<file path="config.mk">
export PLATFORM = sky130hd
export DESIGN_NAME = reg_file_sb
export DESIGN_NICKNAME = d
export VERILOG_FILES = /design/src/rtl/reg_file_sb_pkg.sv /design/src/rtl/reg_file_sb_scoreboard.sv /design/src/rtl/reg_file_sb.sv
export SDC_FILE = /design/constraint.sdc
export NUM_CORES = 1
export LEC_CHECK = 0
export CAP_MARGIN = 10
export CORE_MARGIN = 4
export CORE_UTILIZATION = 40
export CTS_BUF_LIST = sky130_fd_sc_hd__clkbuf_2 sky130_fd_sc_hd__clkbuf_4 sky130_fd_sc_hd__clkbuf_8
export DETAILED_ROUTE_END_ITERATION = 10
export PLACE_DENSITY = 0.54
export SLEW_MARGIN = 20
export SYNTH_ARGS = -nofsm -noshare
export SYNTH_HDL_FRONTEND = slang
export SYNTH_HIERARCHICAL = 1
export SYNTH_SLANG_ARGS = --single-unit
</file>
<file path="constraint.sdc">
create_clock -name clk -period 11.3 [get_ports clk]
set_clock_uncertainty 0.2 [all_clocks]
set_input_delay 2.26 -clock clk [delete_from_list [all_inputs] [get_ports clk]]
set_output_delay 2.26 -clock clk [all_outputs]
set_load 0.02 [all_outputs]
</file>
<file path="src/rtl/reg_file_sb_pkg.sv">
// reg_file_sb_pkg: shared widths and types for the scoreboarded register file.
package reg_file_sb_pkg;

    localparam int unsigned REG_W        = 8;
    localparam int unsigned REG_D        = 4;
    localparam bit          REG_ZERO_REG = 1'b0;

    typedef logic [REG_D-1:0] reg_addr_t;
    typedef logic [REG_W-1:0] reg_data_t;

endpackage

</file>
<file path="src/rtl/reg_file_sb_scoreboard.sv">
// reg_scoreboard: one busy bit per register, tracking loads that have not
// yet returned. Also tracks the number of outstanding loads and a sticky
// error flag for returns that have no matching outstanding load.
module reg_scoreboard
    import reg_file_sb_pkg::*;
#(
    parameter int unsigned D        = REG_D,
    parameter bit          ZERO_REG = REG_ZERO_REG
) (
    input  logic              clk,
    input  logic              reset,
    input  logic              ld_issue,
    input  logic [D-1:0]      ld_addr,
    input  logic              ld_ret_valid,
    input  logic [D-1:0]      ld_ret_addr,
    output logic [(1<<D)-1:0] busy,
    output logic              ld_issue_ready,
    output logic              ret_accept,
    output logic [D:0]        pending_cnt,
    output logic              sb_err
);

    logic [(1<<D)-1:0] sb;
    logic              iss_zero;
    logic              ret_zero;
    logic              iss_ok;
    logic              ret_err;

    assign busy           = sb;
    assign ld_issue_ready = ~sb[ld_addr];

    // Classify this cycle's issue and return requests against the current bits.
    // An issue to a busy register is still taken when that register's load
    // returns on the same edge, so the bit stays set and the count is unchanged.
    always_comb begin
        iss_zero   = ZERO_REG && (ld_addr == '0);
        ret_zero   = ZERO_REG && (ld_ret_addr == '0);
        ret_accept = ld_ret_valid && sb[ld_ret_addr];
        ret_err    = ld_ret_valid && !sb[ld_ret_addr] && !ret_zero;
        iss_ok     = ld_issue && !iss_zero &&
                     (!sb[ld_addr] || (ret_accept && (ld_ret_addr == ld_addr)));
    end

    // Scoreboard bits, outstanding-load count and sticky error flag.
    always_ff @(posedge clk or posedge reset) begin
        if (reset) begin
            sb          <= '0;
            pending_cnt <= '0;
            sb_err      <= 1'b0;
        end else begin
            if (ret_accept) sb[ld_ret_addr] <= 1'b0;
            if (iss_ok)     sb[ld_addr]     <= 1'b1;
            pending_cnt <= pending_cnt + {{D{1'b0}}, iss_ok} - {{D{1'b0}}, ret_accept};
            if (ret_err) sb_err <= 1'b1;
        end
    end

endmodule

</file>
<file path="src/rtl/reg_file_sb.sv">
// reg_file_sb: 2^D x W register file with two combinational read ports, an
// ALU write port, a load-return write port and a per-register load scoreboard.
// Build option: define REGFILE_BYPASS_EN to forward same-cycle writes to reads.
module reg_file_sb
    import reg_file_sb_pkg::*;
#(
    parameter int unsigned W        = REG_W,
    parameter int unsigned D        = REG_D,
    parameter bit          ZERO_REG = REG_ZERO_REG
) (
    input  logic         clk,
    input  logic         reset,
    input  logic [D-1:0] raddrA,
    input  logic [D-1:0] raddrB,
    output logic [W-1:0] data_outA,
    output logic [W-1:0] data_outB,
    output logic         busyA,
    output logic         busyB,
    input  logic         wr_en,
    input  logic [D-1:0] waddr,
    input  logic [W-1:0] wdata,
    input  logic         ld_issue,
    input  logic [D-1:0] ld_addr,
    output logic         ld_issue_ready,
    input  logic         ld_ret_valid,
    input  logic [D-1:0] ld_ret_addr,
    input  logic [W-1:0] ld_ret_data,
    output logic [D:0]   pending_cnt,
    output logic         sb_err
);

    localparam int unsigned DEPTH = 1 << D;

    logic [W-1:0]     regs [DEPTH];
    logic [DEPTH-1:0] busy;
    logic             ret_accept;
    logic             wr_ok;

    reg_scoreboard #(
        .D        (D),
        .ZERO_REG (ZERO_REG)
    ) u_sb (
        .clk            (clk),
        .reset          (reset),
        .ld_issue       (ld_issue),
        .ld_addr        (ld_addr),
        .ld_ret_valid   (ld_ret_valid),
        .ld_ret_addr    (ld_ret_addr),
        .busy           (busy),
        .ld_issue_ready (ld_issue_ready),
        .ret_accept     (ret_accept),
        .pending_cnt    (pending_cnt),
        .sb_err         (sb_err)
    );

    assign wr_ok = wr_en && !(ZERO_REG && (waddr == '0));

    // Data array: the load return is applied last so it wins over an ALU write.
    always_ff @(posedge clk or posedge reset) begin
        if (reset) begin
            for (int unsigned i = 0; i < DEPTH; i++) regs[i] <= '0;
        end else begin
            if (wr_ok)      regs[waddr]       <= wdata;
            if (ret_accept) regs[ld_ret_addr] <= ld_ret_data;
        end
    end

    // Read port A: array value, optional forwarding, then the zero-register override.
    always_comb begin
        data_outA = regs[raddrA];
        busyA     = busy[raddrA];
`ifdef REGFILE_BYPASS_EN
        if (wr_en && (waddr == raddrA)) data_outA = wdata;
        if (ret_accept && (ld_ret_addr == raddrA)) begin
            data_outA = ld_ret_data;
            busyA     = 1'b0;
        end
`endif
        if (ZERO_REG && (raddrA == '0)) begin
            data_outA = '0;
            busyA     = 1'b0;
        end
    end

    // Read port B: same rules as port A.
    always_comb begin
        data_outB = regs[raddrB];
        busyB     = busy[raddrB];
`ifdef REGFILE_BYPASS_EN
        if (wr_en && (waddr == raddrB)) data_outB = wdata;
        if (ret_accept && (ld_ret_addr == raddrB)) begin
            data_outB = ld_ret_data;
            busyB     = 1'b0;
        end
`endif
        if (ZERO_REG && (raddrB == '0)) begin
            data_outB = '0;
            busyB     = 1'b0;
        end
    end

endmodule
</file>
# --- After elaboration in Yosys (flattened, before gate mapping) ---
# Index checks and enable logic that the tools add are counted.
totals:
  ff_bits: 150
  input_bits: 41
  elab_cells: 81
op_classes:
  add_sub_neg: 2
  n_lt_le_gt_ge: 12
  eq_ne: 1
  n_mux: 28
  bitwise: 8
  reduce_logical: 11
op_table:
  columns: ["operator", "count"]
  rows:
  - ["128-bit bitwise mux", 2]
  - ["128-bit two-way mux", 2]
  - ["8-bit binary-select mux with 4-bit select", 2]
  - ["8-bit demux with 4-bit select", 2]
  - ["8-bit two-way mux", 6]
  - ["16-bit two-way mux", 2]
  - ["5-bit >= comparator, second input constant", 4]
  - ["4-bit by 5-bit less-than comparator with 1-bit output, second input constant", 4]
  - ["4-bit inverter with 5-bit output", 4]
  - ["16-bit bitwise AND", 1]
  - ["1-bit binary-select mux with 4-bit select", 4]
  - ["16-bit inverter", 1]
  - ["16-bit bitwise OR", 1]
  - ["5-bit by 1-bit less-than comparator with 1-bit output, second input constant", 2]
  - ["1-bit demux with 4-bit select", 2]
  - ["4-bit by 1-bit >= comparator with 1-bit output, second input constant", 2]
  - ["1-bit logical AND", 8]
  - ["1-bit two-way mux", 6]
  - ["5-bit by 1-bit adder with 5-bit output", 1]
  - ["5-bit by 1-bit subtractor with 5-bit output", 1]
  - ["4-bit == test", 1]
  - ["1-bit logical NOT", 2]
  - ["1-bit logical OR", 1]
  - ["1-bit inverter", 1]

# --- Logic depth before layout (Yosys ltp) ---
# Gate-level depths: netlist (run 1).
logic_depth:
  ltp_word: 9
  depth_mapped: 13
  mapped_depth_nobuf: 12

# --- Hierarchy ---
# The synthesis (run 1) kept the hierarchy.
modules_own_cells:
  columns: ["mod", "n_inst", "cells_each", "area_each_um2", "seq_area_each_um2"]
  rows:
  - ["reg_file_sb", 1, 967, 8819.7, 3203.1]
  - ["reg_scoreboard", 1, 138, 1408.9, 550.5]

# --- Worst setup path before layout (run 1) ---
# No wires, ideal clock.
synth_timing:
  path_kind: "input to output"
  from: "input port raddrA[0]"
  to: "output port busyA"
  arrival_ps: 3545
  path_slack_ps: 5295
  path_stages: 5
  path_cell_list: "buf_4 -> buf_2 -> mux4_2 -> a22oi_1 -> nand2_1"
synth_between:
  elab_chain_cells: 2
synth_lines:
  columns: ["element", "line_no", "text"]
  rows:
  - ["from (decl)", "reg_file_sb.sv:13", "input logic [D-1:0] raddrA,"]
  - ["1-bit binary-select mux with 4-bit select", "reg_file_sb.sv:71", "busyA = busy[raddrA];"]
  - ["1-bit two-way mux (implied by the code)", "reg_file_sb.sv:71", null]
  - ["to (decl)", "reg_file_sb.sv:17", "output logic busyA,"]
# No other way between the ends. The select of a mux whose other input is x is not followed.

# --- Worst setup path in the final report (run 1) ---
layout_timing:
  from: "input port raddrB[2]"
  to: "output port data_outB[4]"
layout_between:
  elab_chain_cells: 4
layout_lines:
  columns: ["element", "line_no", "text"]
  rows:
  - ["from (decl)", "reg_file_sb.sv:14", "input logic [D-1:0] raddrB,"]
  - ["4-bit inverter with 5-bit output (implied by the code)", "reg_file_sb.sv:87", "data_outB = regs[raddrB];"]
  - ["8-bit binary-select mux with 4-bit select", "reg_file_sb.sv:87", null]
  - ["8-bit two-way mux (implied by the code) (2 in a row)", "reg_file_sb.sv:87", null]
  - ["to (decl)", "reg_file_sb.sv:16", "output logic [W-1:0] data_outB,"]
# No other way between the ends. The select of a mux whose other input is x is not followed.

==> impl_metrics.py, run 1 <==
metrics = {
    "pwr": {
        "switching_share_pct": 37.0,
        "clkPwrFrac_pct": 22.5,
        "p_per_area_nw_per_um2": 180,
        "internal-power_mw": 1.28,
        "p_total_mw": 2.03,
        "pwr-share-comb_pct": 35.6,
        "ir_worst_vdd_mv": 0.0908,
        "p_seq_share_pct": 41.9,
        "leakage_nw": 3.91,
        "p_sw_uw": 749,
    },
    "synthesis": {
        "ys_seq_area_share_pct": 36.7,
        "synth_area_sq_um": 10200,
        "synth_nets": 1152,
        "postSynthCellCount": 1105,
        "synth.distinct_cells": 50,
        "ys.flop_type": "dfrtp_1",
        "ys.warnings.count": 6,
        "synth_seq_cells": 150,
        "syn_area_per_cell_sq_um": 9.26,
        "ys_async_sr_fraction_pct": 100,
        "synth_edf_count": 0,
    },
    "route": {
        "first_pass_iters": 5,
        "vias": 9999,
        "antenna_left": 0,
        "wl_per_cell_microns": 29.1,
        "vias_per_cell": 7.13,
        "finalWirelength_mm": 40.8,
        "drc": 0,
        "drt_iter0_drc": 1285,
    },
    "clock_network": {
        "cts_post_setup_buffers_inserted": 0,
        "clkTransAtPathRegs_ns": 0.10,
        "cts_resized": 0,
        "worstSkewPairLatency_ns": 0.48,
        "cts_hold_buffers": 0,
        "ctsRootBufferMaster": "clkbuf_8",
        "clkSinkCount": 150,
        "numCtsBuffers": 17,
        "ctsHtreeMaxLevel": 4,
        "clockBufferDepth": 2,
        "cts_tree": "yes",
    },
    "min_path": {
        "hold_class": "flop to flop",
    },
    "final_layout": {
        "nets": 1107,
        "fin_area_sq_um": 11300,
        "num_antenna_cells": 0,
        "most-common-layout-cells": "dfrtp_1, o21ai_0, nand3_1, nor3_1, a31oi_1",
        "final_common_cell": "dfrtp_1",
        "drive_gt1_share_pct": 15.8,
        "instances_no_fill": 1403,
        "fillers": 2387,
        "layout.area.seq_sq_um": 3750,
        "syn2layout_area_growth_pct": 10.1,
        "multi_input_area_sq_um": 5800,
    },
    "floorplanning": {
        "initial_core_util_pct": 40.6,
        "fp.dieW_microns": 168,
        "std_cell_rows": 58,
        "dieHeight_microns": 168,
        "die_area_sq_um": 28200,
        "core_sq_um": 25200,
        "io_pins": 66,
    },
    "global_route": {
        "grt_pass1_wl_mm": 62.2,
        "grt_max_degree": 73,
        "overflow": 0,
        "grtUsageTotal_pct": 28.6,
        "antenna_found_initial": 0,
        "grt_pass1_vias": 9802,
    },
    "sta": {
        "finalSetupTns_ns": 0,
        "final-hold-violation-count": 0,
        "fmax_mhz": 137,
        "slew_violations": 0,
        "min_period_over_period_pct": 64.7,
        "slew_headroom_pct": 20.3,
        "worstMarginPinSlew_ns": 1.19,
        "grt_setup_unrepaired": "no",
        "period_minus_slack_ns": 7.31,
        "finalSetupViolCount": 0,
    },
    "setup_path": {
        "crit_fanout": 9,
        "startpoint": "raddrB[2]",
        "r2r-end": "regs[126]",
        "r2r_slack_ns": 7.86,
        "path_class": "input port to output pin",
        "critPathLaunchType": "input port",
        "worstRegToRegCells": 9,
        "crit_path_end": "data_outB[4]",
        "critical_path_required_ns": 8.84,
        "crit_path_end_kind": "output pin",
        "timing.rr.start": "u_sb/busy[3]",
        "arrival_ns": 4.85,
    },
    "run": {
        "maxCapViolCount": 0,
    },
    "place": {
        "dp_hpwl_mm": 23.7,
        "io_buffers": 65,
        "placedInstanceArea_sq_um": 10800,
        "gp_congestion": 0.861,
        "place_inst": 1371,
    },
    "run_status": {
        "status": "complete, no violations",
    },
}
[routing by layer]
metal	global-route usage [%]	share of wire, %	vias to the layer above
li1	-	-	4144
met5	0	0	-
met2	44.7	47	723
met3	6.41	10	112
met4	9.46	2.8	0
met1	39.6	40	5020
[stage by stage]
step | setup slack [ns] | hold WS (ns) | util (%)
2_1_floorplan | 5.29 | 0.320 | -
3_3_place_gp | 4.13 | 0.258 | 43.1
3_5_place_dp | 4.07 | 0.267 | 43.1
4_1_cts | 4.08 | 0.293 | 44.7
5_1_grt | 4.01 | 0.307 | 44.7
6_report | 3.99 | 0.300 | 44.7
[flip-flops by register name (all words and copies together), names as in the netlist]
signal and count:
u_sb/sb_err 1, u_sb/busy 16, regs 128, u_sb/pending_cnt 5
[cell type report]
type	count	area share, %
Timing Repair Buffer	91	7.33
Clock buffer	18	2.20
Multi-Input combinational cell	787	51.5
Sequential cell	150	33.3
Tap cell	330	3.67
Inverter	13	0.467
Clock inverter	14	1.44
[power by group through the flow]
| stage | clock, mW | combinational, mW | sequential (mW) |
|---|---|---|---|
| after floorplan | 0 | 0.508 | 0.803 |
| after global placement | 0 | 0.705 | 0.847 |
| after detailed placement | 0 | 0.716 | 0.853 |
| after CTS | 0.456 | 0.719 | 0.842 |
| after global routing | 0.483 | 0.779 | 0.867 |
| final | 0.455 | 0.722 | 0.849 |
[critical path: stages]
cell and delay [ns]:
clkdlybuf4s50_1 0.53, nor2b_1 0.94, a22oi_1 0.29, nand2_1 0.20, clkdlybuf4s50_1 0.62
[cell families after synthesis]
family	after synthesis	share of synthesized area (%)
and+or+nand+nor	349	17.7
muxes	84	17.8
buffers and inverters	168	6.81
DFF	150	36.7
adders and majority gates	6	0.807
AOI/OAI and AO/OA	340	19.4
xor gates and xnor gates	8	0.685
[worst min-delay path by stage]
stage,start,endpoint,cells after the start
CTS,u_sb/sb_err,u_sb/sb_err,1
global route,u_sb/sb_err,u_sb/sb_err,1
finish,u_sb/sb_err,u_sb/sb_err,1
detailed placement,u_sb/sb_err,u_sb/sb_err,1
floorplan,u_sb/busy[5],u_sb/busy[5],2
global placement,u_sb/sb_err,u_sb/sb_err,1
[cells in the mapped netlist (4+ instances only)]
master	count	area (sq um)
a22oi_1	36	270
a31oi_1	128	801
and2_1	4	25.0
buf_1	6	22.5
buf_2	19	95.1
buf_4	5	37.5
clkbuf_1	122	458
dfrtp_1	150	3750
ha_1	5	62.6
inv_1	12	45.0
mux4_2	74	1670
nand2_1	25	93.8
nand2b_1	8	50.1
nand3_1	134	671
nand3b_1	4	30.0
nor2b_1	8	50.1
nor3_1	129	646
o21ai_0	144	721
o21ai_1	18	90.1
or2_1	4	25.0
or2_2	16	100
xnor2_1	6	52.6
(Power assumes the default switching activity.)
==> run 2, diff against run 1 <==
==> constraint.sdc (replaced) <==
create_clock -name clk -period 6.9 [get_ports clk]
set_clock_uncertainty 0.2 [all_clocks]
set_input_delay 1.38 -clock clk [delete_from_list [all_inputs] [get_ports clk]]
set_output_delay 1.38 -clock clk [all_outputs]
set_load 0.02 [all_outputs]
==> impl_metrics.py, run 2 (synthesis gave the netlist of run 1 again) <==
metrics = {
    "clock_network": {
        "cts_resized": 0,
        "worstSkewPairLatency_ns": 0.46,
        "cts_tree": "yes",
        "cts_hold_buffers": 0,
        "ctsHtreeMaxLevel": 4,
        "clkTransAtPathRegs_ns": 0.10,
        "ctsRootBufferMaster": "clkbuf_8",
        "clockBufferDepth": 2,
        "clkSinkCount": 150,
        "numCtsBuffers": 17,
        "cts_post_setup_buffers_inserted": 0,
    },
    "global_route": {
        "grtUsageTotal_pct": 29.0,
        "grt_pass1_vias": 9951,
        "grtUsageMet2_pct": 45.5,
        "grt_pass1_wl_mm": 63.1,
        "use_met3_pct": 6.46,
        "gr-max-usage-layer": "met2",
        "met1_usage_pct": 40.0,
        "antenna_found_initial": 0,
        "overflow": 0,
        "grt_max_degree": 54,
    },
    "pwr": {
        "p_sw_mw": 1.23,
        "p_per_area_nw_per_um2": 297,
        "internal-power_mw": 2.13,
        "clkPwrFrac_pct": 23.6,
        "ir_worst_vdd_mv": 0.132,
        "p_seq_share_pct": 41.4,
        "p_total_mw": 3.36,
        "switching_share_pct": 36.6,
        "pwr-share-comb_pct": 35.0,
        "leakage_nw": 3.96,
    },
    "floorplanning": {
        "fp.dieW_microns": 168,
        "initial_core_util_pct": 40.6,
        "std_cell_rows": 58,
        "core_sq_um": 25200,
        "io_pins": 66,
        "dieHeight_microns": 168,
        "die_area_sq_um": 28200,
    },
    "route": {
        "vias": 10100,
        "drc": 0,
        "vias_per_cell": 7.17,
        "drt_iter0_drc": 1570,
        "wl_per_cell_microns": 29.4,
        "antenna_left": 0,
        "finalWirelength_mm": 41.4,
        "first_pass_iters": 5,
    },
    "setup_path": {
        "r2r_slack_ns": 3.47,
        "crit_path_end": "ld_issue_ready",
        "critPathLaunchType": "input port",
        "path_class": "input port to output pin",
        "startpoint": "ld_addr[0]",
        "arrival_ns": 3.94,
        "critical_path.cell_chain": "clkdlybuf4s50_1 > mux4_1 > mux4_2 > clkinv_2 > clkdlybuf4s50_1",
        "r2r-end": "regs[96]",
        "crit_path_end_kind": "output pin",
        "crit_family": "buffers and inverters",
        "worst-path-buf-inv": 3,
        "worst-path-stages": 5,
        "cpPeakStageDelay_ns": 0.74,
        "critical_path_required_ns": 5.32,
        "cp_common_cell": "clkdlybuf4s50_1",
        "crit_fanout": 9,
        "timing.rr.start": "u_sb/busy[9]",
        "worstRegToRegCells": 9,
        "cpMaxStageDelayCell": "clkdlybuf4s50_1",
    },
    "sta": {
        "grt_setup_unrepaired": "no",
        "slew_violations": 0,
        "slew_headroom_pct": 27.0,
        "finalSetupViolCount": 0,
        "fmax_mhz": 181,
        "worstMarginPinSlew_ns": 1.09,
        "min_period_over_period_pct": 79.9,
        "period_minus_slack_ns": 5.52,
        "finalSetupTns_ns": 0,
        "final-hold-violation-count": 0,
    },
    "run_status": {
        "status": "complete, no violations",
    },
    "final_layout": {
        "syn2layout_area_growth_pct": 10.8,
        "final_common_cell": "dfrtp_1",
        "num_antenna_cells": 0,
        "most-common-layout-cells": "dfrtp_1, o21ai_0, nand3_1, nor3_1, a31oi_1",
        "nets": 1110,
        "drive_gt1_share_pct": 15.8,
        "largest_register": "regs",
        "largest_reg_flops": 128,
    },
    "place": {
        "dp_hpwl_mm": 24.6,
        "gp_congestion": 0.849,
        "io_buffers": 65,
    },
    "min_path": {
        "hold_class": "flop to flop",
    },
    "run": {
        "maxCapViolCount": 0,
    },
}
[run 2: cell count changes in the layout (fill, tap and decap cells not counted), sizes merged]
cell      before  now
buf           30   33
bufinv         2    3
clkinv         6    5
clkinvlp       1    0
inv           18   19
[run 2: area by class of cell]
| cell class | instances | area (sq um) |
|---|---|---|
| clock buffer | 18 | 248 |
| clock inverter | 14 | 189 |
| fill | 2386 | 13900 |
| inverter | 13 | 52.6 |
| multi-input combinational | 787 | 5800 |
| sequential | 150 | 3750 |
| tap | 330 | 413 |
| timing repair buffer | 94 | 877 |
[run 2: worst min path at each step]
stage                      start           end  slack [ns]  cells after the start
floorplan           u_sb/busy[5]  u_sb/busy[5]        0.32                      2
global placement     u_sb/sb_err   u_sb/sb_err        0.28                      1
detailed placement   u_sb/sb_err   u_sb/sb_err        0.28                      1
CTS                  u_sb/sb_err   u_sb/sb_err        0.30                      1
global route         u_sb/sb_err   u_sb/sb_err        0.32                      1
finish               u_sb/sb_err   u_sb/sb_err        0.29                      1
[run 2: stage by stage]
step / util, % / area (sq um) / std cells / setup WS (ns) / hold WS, ns
finish: 45.0 / 11300 / 1406 / 1.38 / 0.288
floorplan: - / 10200 / 1105 / 1.91 / 0.320
detailed placement: 43.2 / 10900 / 1373 / 1.39 / 0.278
CTS: 45.0 / 11300 / 1405 / 1.39 / 0.300
global route: 45.0 / 11300 / 1406 / 1.32 / 0.315
global placement: 43.2 / 10900 / 1373 / 1.42 / 0.285
[run 2: worst reg2reg max path, cell delays in order, from the launching register on]
cell	delay, ns
dfrtp_1	0.46
mux2_2	0.20
o22ai_1	0.09
or3_1	0.36
o21ai_1	0.10
and2_1	0.24
or3b_1	0.74
buf_4	0.37
or2_1	0.40
a31oi_1	0.19
[run 2: power by group through the flow]
stage	registers, mW	clock network, mW	logic, mW
after floorplan	1.32	0	0.831
after detailed placement	1.40	0	1.16
after global routing	1.42	0.827	1.27
after global placement	1.39	0	1.15
final	1.39	0.793	1.18
after CTS	1.38	0.789	1.17
[run 2: layer usage]
metal	up-vias	share of wire (%)
li1	4151	-
met1	5094	40
met2	728	47
met3	104	10
met4	0	3.0
met5	-	0
==> run 3, diff against run 2 <==
--- a/config.mk
+++ b/config.mk
@@ -10,7 +10,7 @@
 export CORE_UTILIZATION = 40
 export CTS_BUF_LIST = sky130_fd_sc_hd__clkbuf_2 sky130_fd_sc_hd__clkbuf_4 sky130_fd_sc_hd__clkbuf_8
 export DETAILED_ROUTE_END_ITERATION = 10
-export PLACE_DENSITY = 0.54
+export PLACE_DENSITY = 0.56
 export SLEW_MARGIN = 20
 export SYNTH_ARGS = -nofsm -noshare
 export SYNTH_HDL_FRONTEND = slang
==> constraint.sdc (replaced) <==
create_clock -name clk -period 4.55 [get_ports clk]
set_clock_uncertainty 0.2 [all_clocks]
set_input_delay 0.91 -clock clk [delete_from_list [all_inputs] [get_ports clk]]
set_output_delay 0.91 -clock clk [all_outputs]
set_load 0.02 [all_outputs]
==> impl_metrics.py, run 3 (synthesis gave the netlist of run 1 again) <==
metrics = {
    "run_status": {
        "status": "complete, no violations",
    },
    "final_layout": {
        "fin_area_sq_um": 11600,
        "num_antenna_cells": 0,
        "fillers": 2365,
        "drive_gt1_share_pct": 17.6,
        "final_common_cell": "dfrtp_1",
        "syn2layout_area_growth_pct": 13.1,
        "largest_reg_flops": 128,
        "nets": 1138,
        "most-common-layout-cells": "dfrtp_1, o21ai_0, nand3_1, nor3_1, a31oi_1",
        "largest_register": "regs",
    },
    "sta": {
        "finalSetupViolCount": 0,
        "finalSetupTns_ns": 0,
        "fin_ws_ns": 0.316,
        "slew_headroom_pct": 32.4,
        "slew_violations": 0,
        "grt_setup_unrepaired": "no",
        "worstMarginPinSlew_ns": 1.01,
        "final-hold-violation-count": 0,
        "fmax_mhz": 236,
        "min_period_over_period_pct": 93.1,
        "hold_ws_ns": 0.288,
        "period_minus_slack_ns": 4.23,
    },
    "floorplanning": {
        "std_cell_rows": 58,
        "dieHeight_microns": 168,
        "die_area_sq_um": 28200,
        "fp.dieW_microns": 168,
        "initial_core_util_pct": 40.6,
        "io_pins": 66,
        "core_sq_um": 25200,
    },
    "setup_path": {
        "path_class": "input port to output pin",
        "arrival_ns": 3.12,
        "critical_path_required_ns": 3.44,
        "crit_path_end_kind": "output pin",
        "critPathLaunchType": "input port",
        "crit_fanout": 9,
    },
    "place": {
        "dp_hpwl_mm": 25.4,
        "io_buffers": 65,
        "gp_congestion": 0.897,
        "pre_cts_slack_ns": -0.00140,
        "placedInstanceArea_sq_um": 11100,
    },
    "global_route": {
        "grtUsageTotal_pct": 28.6,
        "antenna_found_initial": 1,
        "grt_pass1_vias": 10000,
        "overflow": 0,
        "grt_max_degree": 66,
        "grt_pass1_wl_mm": 62.7,
    },
    "clock_network": {
        "clkTransAtPathRegs_ns": 0.09,
        "worstSkewPairLatency_ns": 0.46,
        "ctsHtreeMaxLevel": 4,
        "numCtsBuffers": 17,
        "cts_post_setup_buffers_inserted": 0,
        "clockBufferDepth": 2,
        "cts_tree": "yes",
        "ctsRootBufferMaster": "clkbuf_8",
        "clkSinkCount": 150,
    },
    "route": {
        "first_pass_iters": 6,
        "vias_per_cell": 7.05,
        "drt_iter0_drc": 1477,
        "finalWirelength_mm": 40.5,
        "drc": 0,
        "wl_per_cell_microns": 28.2,
        "antenna_left": 0,
        "vias": 10100,
    },
    "pwr": {
        "p_per_area_nw_per_um2": 438,
        "ir_worst_vdd_mv": 0.259,
        "leakage_nw": 4.09,
        "p_total_mw": 5.06,
    },
    "run": {
        "maxCapViolCount": 0,
    },
    "min_path": {
        "hold_class": "flop to flop",
    },
}
==> run 3: cell types whose count changed in the layout (fill, tap and decap cells not counted), sizes merged <==
cell | before | now
buf | 33 | 61
clkbuf | 18 | 19
clkdlybuf4s50 | 61 | 60
clkinv | 5 | 2
clkinvlp | 0 | 4
dlymetal6s2s | 0 | 1
inv | 19 | 16
==> run 3: final timing paths <==
| check | end | slack, ns | startpoint | depth (start not counted) |
|---|---|---|---|---|
| hold / removal | u_sb/sb_err | 0.29 | u_sb/sb_err | 1 |
| max in group asynchronous | regs[96] | 2.49 | reset | 3 |
| hold reg to reg | u_sb/sb_err | 0.29 | u_sb/sb_err | 1 |
| setup reg to reg | u_sb/pending_cnt[4] | 1.25 | u_sb/busy[9] | 11 |
| setup / recovery | ld_issue_ready | 0.32 | ld_addr[1] | 5 |
| min in group asynchronous | regs[94] | 0.80 | reset | 2 |
==> run 3: layout make-up <==
cell class	count	area [sq um]	area share [%]
Multi-Input combinational cell	787	5790	50.1
Timing Repair Buffer	122	1140	9.82
Sequential cell	150	3750	32.4
Clock buffer	19	255	2.21
Inverter	13	52.6	0.454
Clock inverter	12	166	1.44
Tap cell	330	413	3.57
==> run 3: report_power, final <==
part | internal (mW) | leakage [nW] | switching (mW) | total [mW]
combinational | 0.928 | 2.06 | 0.885 | 1.81
clock | 0.570 | 0.201 | 0.584 | 1.15
sequential | 1.75 | 1.83 | 0.347 | 2.09
total | 3.25 | 4.09 | 1.82 | 5.06
==> run 3: routing by layer <==
| metal | track usage [%] | part of all wire [%] | wire length [microns] |
|---|---|---|---|
| met4 | 10.8 | 3.6 | 1440 |
| met5 | 0 | 0.032 | 13 |
| met2 | 43.4 | 45 | 18300 |
| met1 | 39.1 | 40 | 16100 |
| met3 | 7.91 | 11 | 4580 |
==> run 3: worst max-delay path: stages <==
cell             delay (ns)
clkdlybuf4s50_1        0.67
mux4_2                 0.37
mux4_2                 0.50
clkinv_2               0.08
clkdlybuf4s50_1        0.60
==> run 3: through the flow <==
stage / std cells / util [%]
2_1_floorplan: 1105 / -
3_3_place_gp: 1402 / 44.3
3_5_place_dp: 1402 / 44.3
4_1_cts: 1433 / 45.9
5_1_grt: 1433 / 45.9
6_report: 1433 / 45.9
==> run 3: timing repair <==
| action | in CTS | in global routing |
|---|---|---|
| hold buffers | 0 | 0 |
| setup endpoints to repair | 0 | 1 |
| resized for setup | 0 | 1 |
